`src/rtl/alarm_pkg.sv`:
```
// Shared types and constants for the alarm controller slice.
// Imported by the counter primitive and the alarm_ctrl top.
package alarm_pkg;

   typedef enum logic [1:0] {
      ALM_IDLE   = 2'd0,
      ALM_RING   = 2'd1,
      ALM_SNOOZE = 2'd2
   } alm_state_t;

   localparam int HR_MOD  = 24;
   localparam int MIN_MOD = 60;

   // Width of the time fields as carried on the counter-chain buses.
   localparam int TIME_W = 7;

   // Width of the ring and snooze minute counters.
   localparam int MCT_W = 6;

endpackage

```
`src/rtl/ct_mod_N.sv`:
```
// Enabled modulo-N up counter with synchronous reset.
// z_o flags the wrap from N-1 back to zero in the enabled cycle.
module ct_mod_N #(
   parameter int N = 60,
   parameter int W = 7
) (
   input  logic         clk,
   input  logic         rst,
   input  logic         en_i,
   output logic [W-1:0] ct_o,
   output logic         z_o
);

   logic [W-1:0] ct_q;
   logic [W-1:0] ct_d;
   logic         at_top;

   assign at_top = (ct_q == W'(N - 1));

   always_comb begin
      ct_d = ct_q;
      if (en_i) begin
         if (at_top) begin
            ct_d = '0;
         end else begin
            ct_d = ct_q + W'(1);
         end
      end
   end

   always_ff @(posedge clk) begin
      if (rst) begin
         ct_q <= '0;
      end else begin
         ct_q <= ct_d;
      end
   end

   assign ct_o = ct_q;
   assign z_o  = en_i & at_top;

endmodule

```
`src/rtl/alarm_ctrl.sv`:
```
// Alarm controller: settable alarm time plus ring/snooze/timeout state machine
// driven by the once-per-minute tick from the time-of-day chain.
module alarm_ctrl
   import alarm_pkg::*;
#(
   parameter int SNOOZE_MIN   = 9,
   parameter int RING_MAX_MIN = 5
) (
   input  logic              clk,
   input  logic              rst,
   input  logic              min_tick,
   input  logic [TIME_W-1:0] cur_hr,
   input  logic [TIME_W-1:0] cur_min,
   input  logic              alarm_en,
   input  logic              set_mode,
   input  logic              inc_hr,
   input  logic              inc_min,
   input  logic              snooze,
   input  logic              stop,
   output logic [TIME_W-1:0] alm_hr,
   output logic [TIME_W-1:0] alm_min,
   output logic              buzz,
   output logic              snoozing,
   output logic [1:0]        state
);

   localparam logic [MCT_W-1:0] SNZ_LOAD  = MCT_W'(SNOOZE_MIN);
   localparam logic [MCT_W-1:0] RING_LAST = MCT_W'(RING_MAX_MIN - 1);

   logic [TIME_W-1:0] alm_hr_ct;
   logic [TIME_W-1:0] alm_min_ct;
   logic              hr_wrap_unused;
   logic              min_wrap_unused;

   alm_state_t        state_q;
   alm_state_t        state_d;
   logic [MCT_W-1:0]  ring_ct_q;
   logic [MCT_W-1:0]  ring_ct_d;
   logic [MCT_W-1:0]  snz_ct_q;
   logic [MCT_W-1:0]  snz_ct_d;
   logic              buzz_q;
   logic              snoozing_q;

   logic              match;
   logic              abort;

   // Alarm-time fields: minutes never carry into the hour.
   ct_mod_N #(
      .N (MIN_MOD),
      .W (TIME_W)
   ) u_alm_min (
      .clk  (clk),
      .rst  (rst),
      .en_i (set_mode & inc_min),
      .ct_o (alm_min_ct),
      .z_o  (min_wrap_unused)
   );

   ct_mod_N #(
      .N (HR_MOD),
      .W (TIME_W)
   ) u_alm_hr (
      .clk  (clk),
      .rst  (rst),
      .en_i (set_mode & inc_hr),
      .ct_o (alm_hr_ct),
      .z_o  (hr_wrap_unused)
   );

   assign match = min_tick && (cur_hr == alm_hr_ct) && (cur_min == alm_min_ct);
   assign abort = stop || !alarm_en || set_mode;

   always_comb begin
      state_d   = state_q;
      ring_ct_d = ring_ct_q;
      snz_ct_d  = snz_ct_q;

      case (state_q)
         ALM_IDLE: begin
            if (match && alarm_en && !set_mode) begin
               state_d   = ALM_RING;
               ring_ct_d = '0;
               snz_ct_d  = '0;
            end
         end

         ALM_RING: begin
            if (abort) begin
               state_d   = ALM_IDLE;
               ring_ct_d = '0;
               snz_ct_d  = '0;
            end else if (snooze) begin
               state_d  = ALM_SNOOZE;
               snz_ct_d = SNZ_LOAD;
            end else if (min_tick) begin
               if (ring_ct_q == RING_LAST) begin
                  state_d   = ALM_IDLE;
                  ring_ct_d = '0;
                  snz_ct_d  = '0;
               end else begin
                  ring_ct_d = ring_ct_q + MCT_W'(1);
               end
            end
         end

         // Further snooze pulses are deliberately not decoded here.
         ALM_SNOOZE: begin
            if (abort) begin
               state_d   = ALM_IDLE;
               ring_ct_d = '0;
               snz_ct_d  = '0;
            end else if (min_tick) begin
               if (snz_ct_q == MCT_W'(1)) begin
                  state_d   = ALM_RING;
                  ring_ct_d = '0;
                  snz_ct_d  = '0;
               end else begin
                  snz_ct_d = snz_ct_q - MCT_W'(1);
               end
            end
         end

         default: begin
            state_d   = ALM_IDLE;
            ring_ct_d = '0;
            snz_ct_d  = '0;
         end
      endcase
   end

   // Output flags are decoded from the next state so they align with state_q.
   always_ff @(posedge clk) begin
      if (rst) begin
         state_q    <= ALM_IDLE;
         ring_ct_q  <= '0;
         snz_ct_q   <= '0;
         buzz_q     <= 1'b0;
         snoozing_q <= 1'b0;
      end else begin
         state_q    <= state_d;
         ring_ct_q  <= ring_ct_d;
         snz_ct_q   <= snz_ct_d;
         buzz_q     <= (state_d == ALM_RING);
         snoozing_q <= (state_d == ALM_SNOOZE);
      end
   end

   assign alm_hr   = alm_hr_ct;
   assign alm_min  = alm_min_ct;
   assign buzz     = buzz_q;
   assign snoozing = snoozing_q;
   assign state    = state_q;

endmodule

```
`config.mk`:
```
export PLATFORM = sky130hd
export DESIGN_NAME = alarm_ctrl
export DESIGN_NICKNAME = d
export VERILOG_FILES = /design/src/rtl/alarm_pkg.sv /design/src/rtl/ct_mod_N.sv /design/src/rtl/alarm_ctrl.sv
export SDC_FILE = /design/constraint.sdc
export NUM_CORES = 1
export LEC_CHECK = 0
export ABC_AREA = 1
export CAP_MARGIN = 20
export CORE_ASPECT_RATIO = 1.25
export CORE_MARGIN = 1
export CORE_UTILIZATION = 35
export CTS_BUF_LIST = sky130_fd_sc_hd__clkbuf_4
export DETAILED_ROUTE_END_ITERATION = 8
export HOLD_SLACK_MARGIN = 0.03
export PLACE_DENSITY = 0.66
export RECOVER_POWER = 50
export SLEW_MARGIN = 5
export SYNTH_ARGS = -nofsm -noshare
export SYNTH_HDL_FRONTEND = slang
export SYNTH_SLANG_ARGS = --single-unit
```
`constraint.sdc`:
```
create_clock -name clk -period 2.3 [get_ports clk]
set_clock_uncertainty 0.15 [all_clocks]
set_input_delay 0.23 -clock clk [delete_from_list [all_inputs] [get_ports clk]]
set_output_delay 0.23 -clock clk [all_outputs]
set_load 0.01 [all_outputs]
```
Word level (Yosys, flattened, before mapping)
Cells that the tools add are included.
{"block": "totals", "ff_bits": 30, "inputBits": 23, "output_inout_bits": 18, "elab_cells": 69}
{"block": "classes", "add_sub_neg": 4, "n_eq_ne": 17, "muxes": 28, "bitwise": 2, "reduce_logical": 11}
{"op": "6-bit 2-to-1 mux", "n": 15}
{"op": "6-bit one-hot mux with 3 select lines", "n": 2}
{"op": "2-bit 2-to-1 mux", "n": 8}
{"op": "7-bit by 1-bit adder with 7-bit output, second input constant", "n": 2}
{"op": "7-bit == test", "n": 2}
{"op": "7-bit 2-to-1 mux", "n": 2}
{"op": "3-bit != test, second input constant", "n": 4}
{"op": "4-bit != test, second input constant", "n": 2}
{"op": "7-bit by 5-bit == test with 1-bit output, second input constant", "n": 1}
{"op": "7-bit by 6-bit == test with 1-bit output, second input constant", "n": 1}
{"op": "6-bit by 1-bit adder with 6-bit output, second input constant", "n": 1}
{"op": "6-bit by 1-bit == test with 1-bit output, second input constant", "n": 1}
{"op": "6-bit by 3-bit == test with 1-bit output, second input constant", "n": 1}
{"op": "2-bit one-hot mux with 3 select lines", "n": 1}
{"op": "6-bit by 1-bit subtractor with 6-bit output, second input constant", "n": 1}
{"op": "5-bit AND reduction", "n": 1}
{"op": "2-bit by 1-bit == test with 1-bit output, second input constant", "n": 2}
{"op": "2-bit == test, second input constant", "n": 2}
{"op": "1-bit logical AND", "n": 4}
{"op": "4-bit AND reduction", "n": 1}
{"op": "1-bit AND", "n": 2}
{"op": "1-bit logical NOT", "n": 2}
{"op": "2-bit logical NOT", "n": 1}
{"op": "1-bit logical OR", "n": 2}
{"op": "2-bit != test, second input constant", "n": 1}

Logic depth before layout (Yosys ltp)
{"block": "logic_depth", "ltp_word": 8, "depth_mapped": 12, "depth_no_buf": 12}

Cells and area by module
Synthesis repeated with hierarchy kept, for this count alone.
{"block": "hier_totals", "cells_unflattened": 373, "hier_area_um2": 2240.9}
{"mod": "alarm_ctrl", "instances": 1, "cells_per_inst": 262, "area_per_inst_um2": 1481.4, "seq_area_each_um2": 320.3}
{"mod": "ct_mod_N (u_alm_hr)", "instances": 1, "cells_per_inst": 54, "area_per_inst_um2": 390.4, "seq_area_each_um2": 140.1}
{"mod": "ct_mod_N (u_alm_min)", "instances": 1, "cells_per_inst": 57, "area_per_inst_um2": 369.1, "seq_area_each_um2": 140.1}

Least setup slack after synthesis
No wires, ideal clock.
{"block": "synth_path", "path_type": "flip-flop to flip-flop", "startpoint": "register state_q[0] (netlist: state[0])", "endpoint": "register ring_ct_q[1]", "setup_ps": 113, "arrival_time_ps": 1354, "t_required_ps": 2037, "setup_slack_ps": 683, "path_stages_with_launch": 11, "path_buffers": 0, "period_less_slack_ps": 1617, "path_cell_list": "dfxtp_1 inv_1 ha_1 inv_1 nor2_4 nand2_1 inv_2 nor2_4 nand3_4 nor2_1 nor2_1"}
{"block": "synth_between", "elab_chain_cells": 3, "elab_cells_between_ends": 10}
{"element": "start, declared", "line_no": "alarm_ctrl.sv:35", "source": "alm_state_t state_q;"}
{"element": "start signal, assigned", "line_no": "alarm_ctrl.sv:140", "source": "state_q <= state_d;"}
{"element": "2-bit == test, or another cell as far along", "line_no": "alarm_ctrl.sv:78", "source": "case (state_q)"}
{"element": "3-bit != test (no source line) / 2-bit != test (equally long branches)"}
{"element": "5-bit AND reduction (no source line)"}
{"element": "end signal, assigned", "line_no": "alarm_ctrl.sv:141", "source": "ring_ct_q <= ring_ct_d;"}
{"element": "end, declared", "line_no": "alarm_ctrl.sv:37", "source": "logic [MCT_W-1:0] ring_ct_q;"}
Several ways; a longest one is shown, not always the timed one.
A chain may end at the register's enable or synchronous reset.

Worst setup path in the final report
{"block": "layout_path", "startpoint": "input set_mode", "endpoint": "register u_alm_min.ct_q[6] (netlist: u_alm_min.ct_o[6])"}
{"block": "layout_between", "elab_chain_cells": 1}
{"element": "start, declared", "line_no": "alarm_ctrl.sv:15", "source": "input logic set_mode,"}
{"element": "1-bit AND", "line_no": "alarm_ctrl.sv:54", "source": ".en_i (set_mode & inc_min),"}
{"element": "end signal, assigned", "line_no": "ct_mod_N.sv:35", "source": "ct_q <= ct_d;"}
{"element": "end, declared", "line_no": "ct_mod_N.sv:14", "source": "logic [W-1:0] ct_q;"}
Every way passes these cells.

==> reports/results.txt <==
The run finished with clean final reports. After clock tree synthesis, the repair step resized 0 gates. The horizontal extent of the die is 72.9 um, and the routed via count is 2215. The synthesized instance count is 353, and the count of nets left with antenna violations after detail routing is 0. The worst slack at placement came out at 0.231 ns. The global-route wire length before repair came out at 8560 um.

In the post-route analysis, the smallest setup slack over all paths is 0.313 ns. The category of the worst setup path launch point was an input port. Excluding fillers, the count of instances in the completed layout stands at 481. The number of global-route vias before repair was 2069.

The headroom to the max-slew limit is 32.8%. After synthesis, flip-flops and latches occupy 27.3% of the total area. The average detailed-routed wire length per instance is 10.1 um, and the timing-limited maximum frequency is 0.503 GHz. The maximum fanout along the worst path was 6; the number of H-tree branching levels was 2. For the worst flop-to-flop path, the logic depth is 4.

The most repeated library cell on the critical path is sky130_fd_sc_hd__nand2_2. After layout, the worst path uses 86.4% of the clock period. The clock drives 30 sinks. In this run the most critical hold path is launched from rst. In the global route stage, overall resource usage came out at 16.1%. The tools report the number of different library cells in the post-synthesis netlist as 33. Number of pins exceeding their max-slew limit in the final report: 0. The path class of the tightest hold or removal check is in2reg.

The number of nets in the finished design was 431; the number of DRC markers after the initial detailed-route iteration was 86. The clock passes through at most 2 buffers. The largest stage delay on the critical path came out at 0.80 ns.

For the total half-perimeter wirelength after legalization and detailed placement, the log shows 3860 um. The setup slack on the worst flop-to-flop path was 0.41 ns. Global routing finished with a remaining overflow of 0.

The worst setup path is captured at a flip-flop. The tools report the first-pass detailed-route iteration total as 4. In this run the critical register-to-register path is captured at u_alm_min.ct_o[6].

The area of the die is 6620 um^2, and the number of buffers and inverters on the critical path is 2. Summing every instance area after synthesis gives 2200 um^2. Walking the worst path, the cells encountered are dlygate4sd3_1 -> nand2_2 -> inv_2 -> nand2_2 -> o41ai_1 -> a21oi_1. The post-CTS setup buffer count was 0. Number of nets produced by synthesis: 386. The later-pin clock latency in the skew report was 0.33 ns; the placeable core region was 5930 um^2. The post-CTS clock slew at the launch and capture registers of the worst setup and hold paths was 0.10 ns. The share of post-route cells with drive strength above 1 is 11.5%, and the cell area power density is 356 nW/um^2.

Worst voltage drop across the vdd grid: 0.173 mV. TritonCTS built the clock tree. Flip-flop cell with the highest count after synthesis: sky130_fd_sc_hd__dfxtp_1. Setup repair after global routing left no endpoint under its margin.

The count of synthesis-stage warnings from yosys is 0. The final number of hold-violating endpoints was 0; the number of enable-type register cells in the synthesized netlist was 0. The cell sitting at the root of the clock tree is a sky130_fd_sc_hd__clkbuf_4.

The tools report the boundary pin count as 41. In this run the mean area of a mapped cell was 6.24 um^2. The minimum clock period works out to 1.99 ns. Number of antenna violations at the first check in global routing: 0. Leaving out fill and tap cells, the most frequent cell in the layout is sky130_fd_sc_hd__nand2_1. Wires add up to 4880 um. Weighted congestion reported at the end of routability-driven placement: 0.844. The share of synthesized flip-flops with an asynchronous set or reset works out to 0%.

The instance count along the most critical hold path works out to 2. After detailed routing, the number of vias per cell comes to 4.60. The synthesized design contains 30 register bits.

The kind of cell with the highest combined delay on the critical path is compound AO/OA/AOI/OAI gates. Relative to the synthesized area, the layout overhead comes to 24.3%. The filler cells instantiated in the layout total 644. The measured slew at the worst slew-check pin is 0.995 ns, and the data arrival at the endpoint of the critical path is 2.01 ns. For the hold-fix buffer count after cts, the log shows 0. From bottom edge to top edge, the die measures 90.7 um.

The maximum number of pins on one net before global-route repair was 17. For the final routed database, the setup TNS stands at 0 ns. The startpoint identified for the worst register-to-register timing path is u_alm_min.ct_o[1]. The run gives 37.1% as the initial core utilization. The total leakage power is 1.27 nW, and the number of buffers added by the clock tree synthesis step is 5.

Setup violations remaining at the end of the flow were counted as 0. Number of diodes: 0. The run gives 2.33 ns as the required time of the critical path. The number of placed instances, taps included, is 473. For hold timing, the worst endpoint is snoozing.

For this design, the slowest cell found on the critical path is sky130_fd_sc_hd__o41ai_1. Across the run, the number of max-cap violations was 0. The cell row count was 31; the DRC violation count after routing was 0. Type of the worst setup path: in2reg.

For this run, the share of the core covered by cells in the final layout is 46.1%. The count of buffers added on input and output ports is 40. The worst hold slack after final layout was 0.372 ns. In the layout the commonest cells are sky130_fd_sc_hd__nand2_1 (99), sky130_fd_sc_hd__nor2_1 (52), sky130_fd_sc_hd__inv_1 (47).
per-layer routing:
layer | GRT usage (%) | up-vias | part of all wire, %
li1 | - | 1198 | -
met1 | 18.5 | 976 | 46
met2 | 28.9 | 36 | 50
met3 | 3.24 | 5 | 3.2
met4 | 5.39 | 0 | 1.2
met5 | 0 | - | 0
per-stage QoR:
| step | instance area [um^2] | total power [W] |
|---|---|---|
| after floorplan | 2200 | 0.000609 |
| after global placement | 2690 | 0.000679 |
| after detailed placement | 2690 | 0.000679 |
| after CTS | 2750 | 0.000997 |
| after global routing | 2740 | 0.00103 |
| final | 2740 | 0.000975 |
cell usage after synthesis (4+ instances only):
library cell,instances,area [um^2]
sky130_fd_sc_hd__ha_1,10,125
sky130_fd_sc_hd__inv_1,47,176
sky130_fd_sc_hd__nor3b_1,4,30.0
sky130_fd_sc_hd__dfxtp_1,30,601
sky130_fd_sc_hd__inv_2,17,63.8
sky130_fd_sc_hd__nand2_1,99,372
sky130_fd_sc_hd__nor2_1,52,195
sky130_fd_sc_hd__nor3_1,6,30.0
sky130_fd_sc_hd__nor2_2,4,25.0
sky130_fd_sc_hd__nor2_4,4,45.0
sky130_fd_sc_hd__a21oi_1,7,35.0
sky130_fd_sc_hd__o21ai_0,7,35.0
sky130_fd_sc_hd__nand3_1,17,85.1
sky130_fd_sc_hd__nand4_1,15,93.8
sky130_fd_sc_hd__nand2_2,5,31.3
worst reg2reg max path: stages, from the launching register on:
cell	delay, ns
sky130_fd_sc_hd__dfxtp_1	0.43
sky130_fd_sc_hd__ha_1	0.19
sky130_fd_sc_hd__nand2_2	0.07
sky130_fd_sc_hd__o41ai_1	0.80
sky130_fd_sc_hd__a21oi_1	0.09
sequential cells by signal, summed over array words and instances, names as in the netlist:
name and count:
u_alm_hr.ct_o 7, u_alm_min.ct_o 7, ring_ct_q 6, snz_ct_q 6, state 2, buzz 1
snoozing 1
kinds of logic (layout without fill, tap and decap cells):
family | count (synthesis) | count (layout) | share of synthesized area, %
xor+xnor | 4 | 4 | 1.59
compound gates | 23 | 23 | 6.65
fa+ha+maj | 10 | 10 | 5.68
buf+inv | 68 | 114 | 12.0
simple gates | 218 | 218 | 46.8
flops | 30 | 30 | 27.3
cell type report:
cell class	instances	area [um^2]	area share [%]
clock inverter	2	8.76	0.320
tap	82	103	3.75
inverter	65	244	8.91
multi-input combinational	255	1330	48.5
sequential	30	601	21.9
clock buffer	6	45.0	1.65
timing repair buffer	41	408	14.9
worst max-delay path by stage:
stage / end / slack (ns) / start / depth (start not counted)
floorplan: ring_ct_q[1] / 0.68 / state[0] / 10
global placement: snoozing / 0.29 / set_mode / 10
CTS: state[1] / 0.45 / state[0] / 9
detailed placement: snoozing / 0.23 / set_mode / 10
finish: u_alm_min.ct_o[6] / 0.31 / set_mode / 6
global route: u_alm_min.ct_o[2] / 0.14 / set_mode / 6
power breakdown:
group	internal, W	total [W]	leakage [nW]	switching, W
clock network	0.000126	0.000311	0.0331	0.000185
logic	0.0000662	0.000131	0.994	0.0000650
registers	0.000524	0.000532	0.242	0.00000806
total	0.000717	0.000975	1.27	0.000258
No activity file was read; power rests on OpenSTA's default activity.
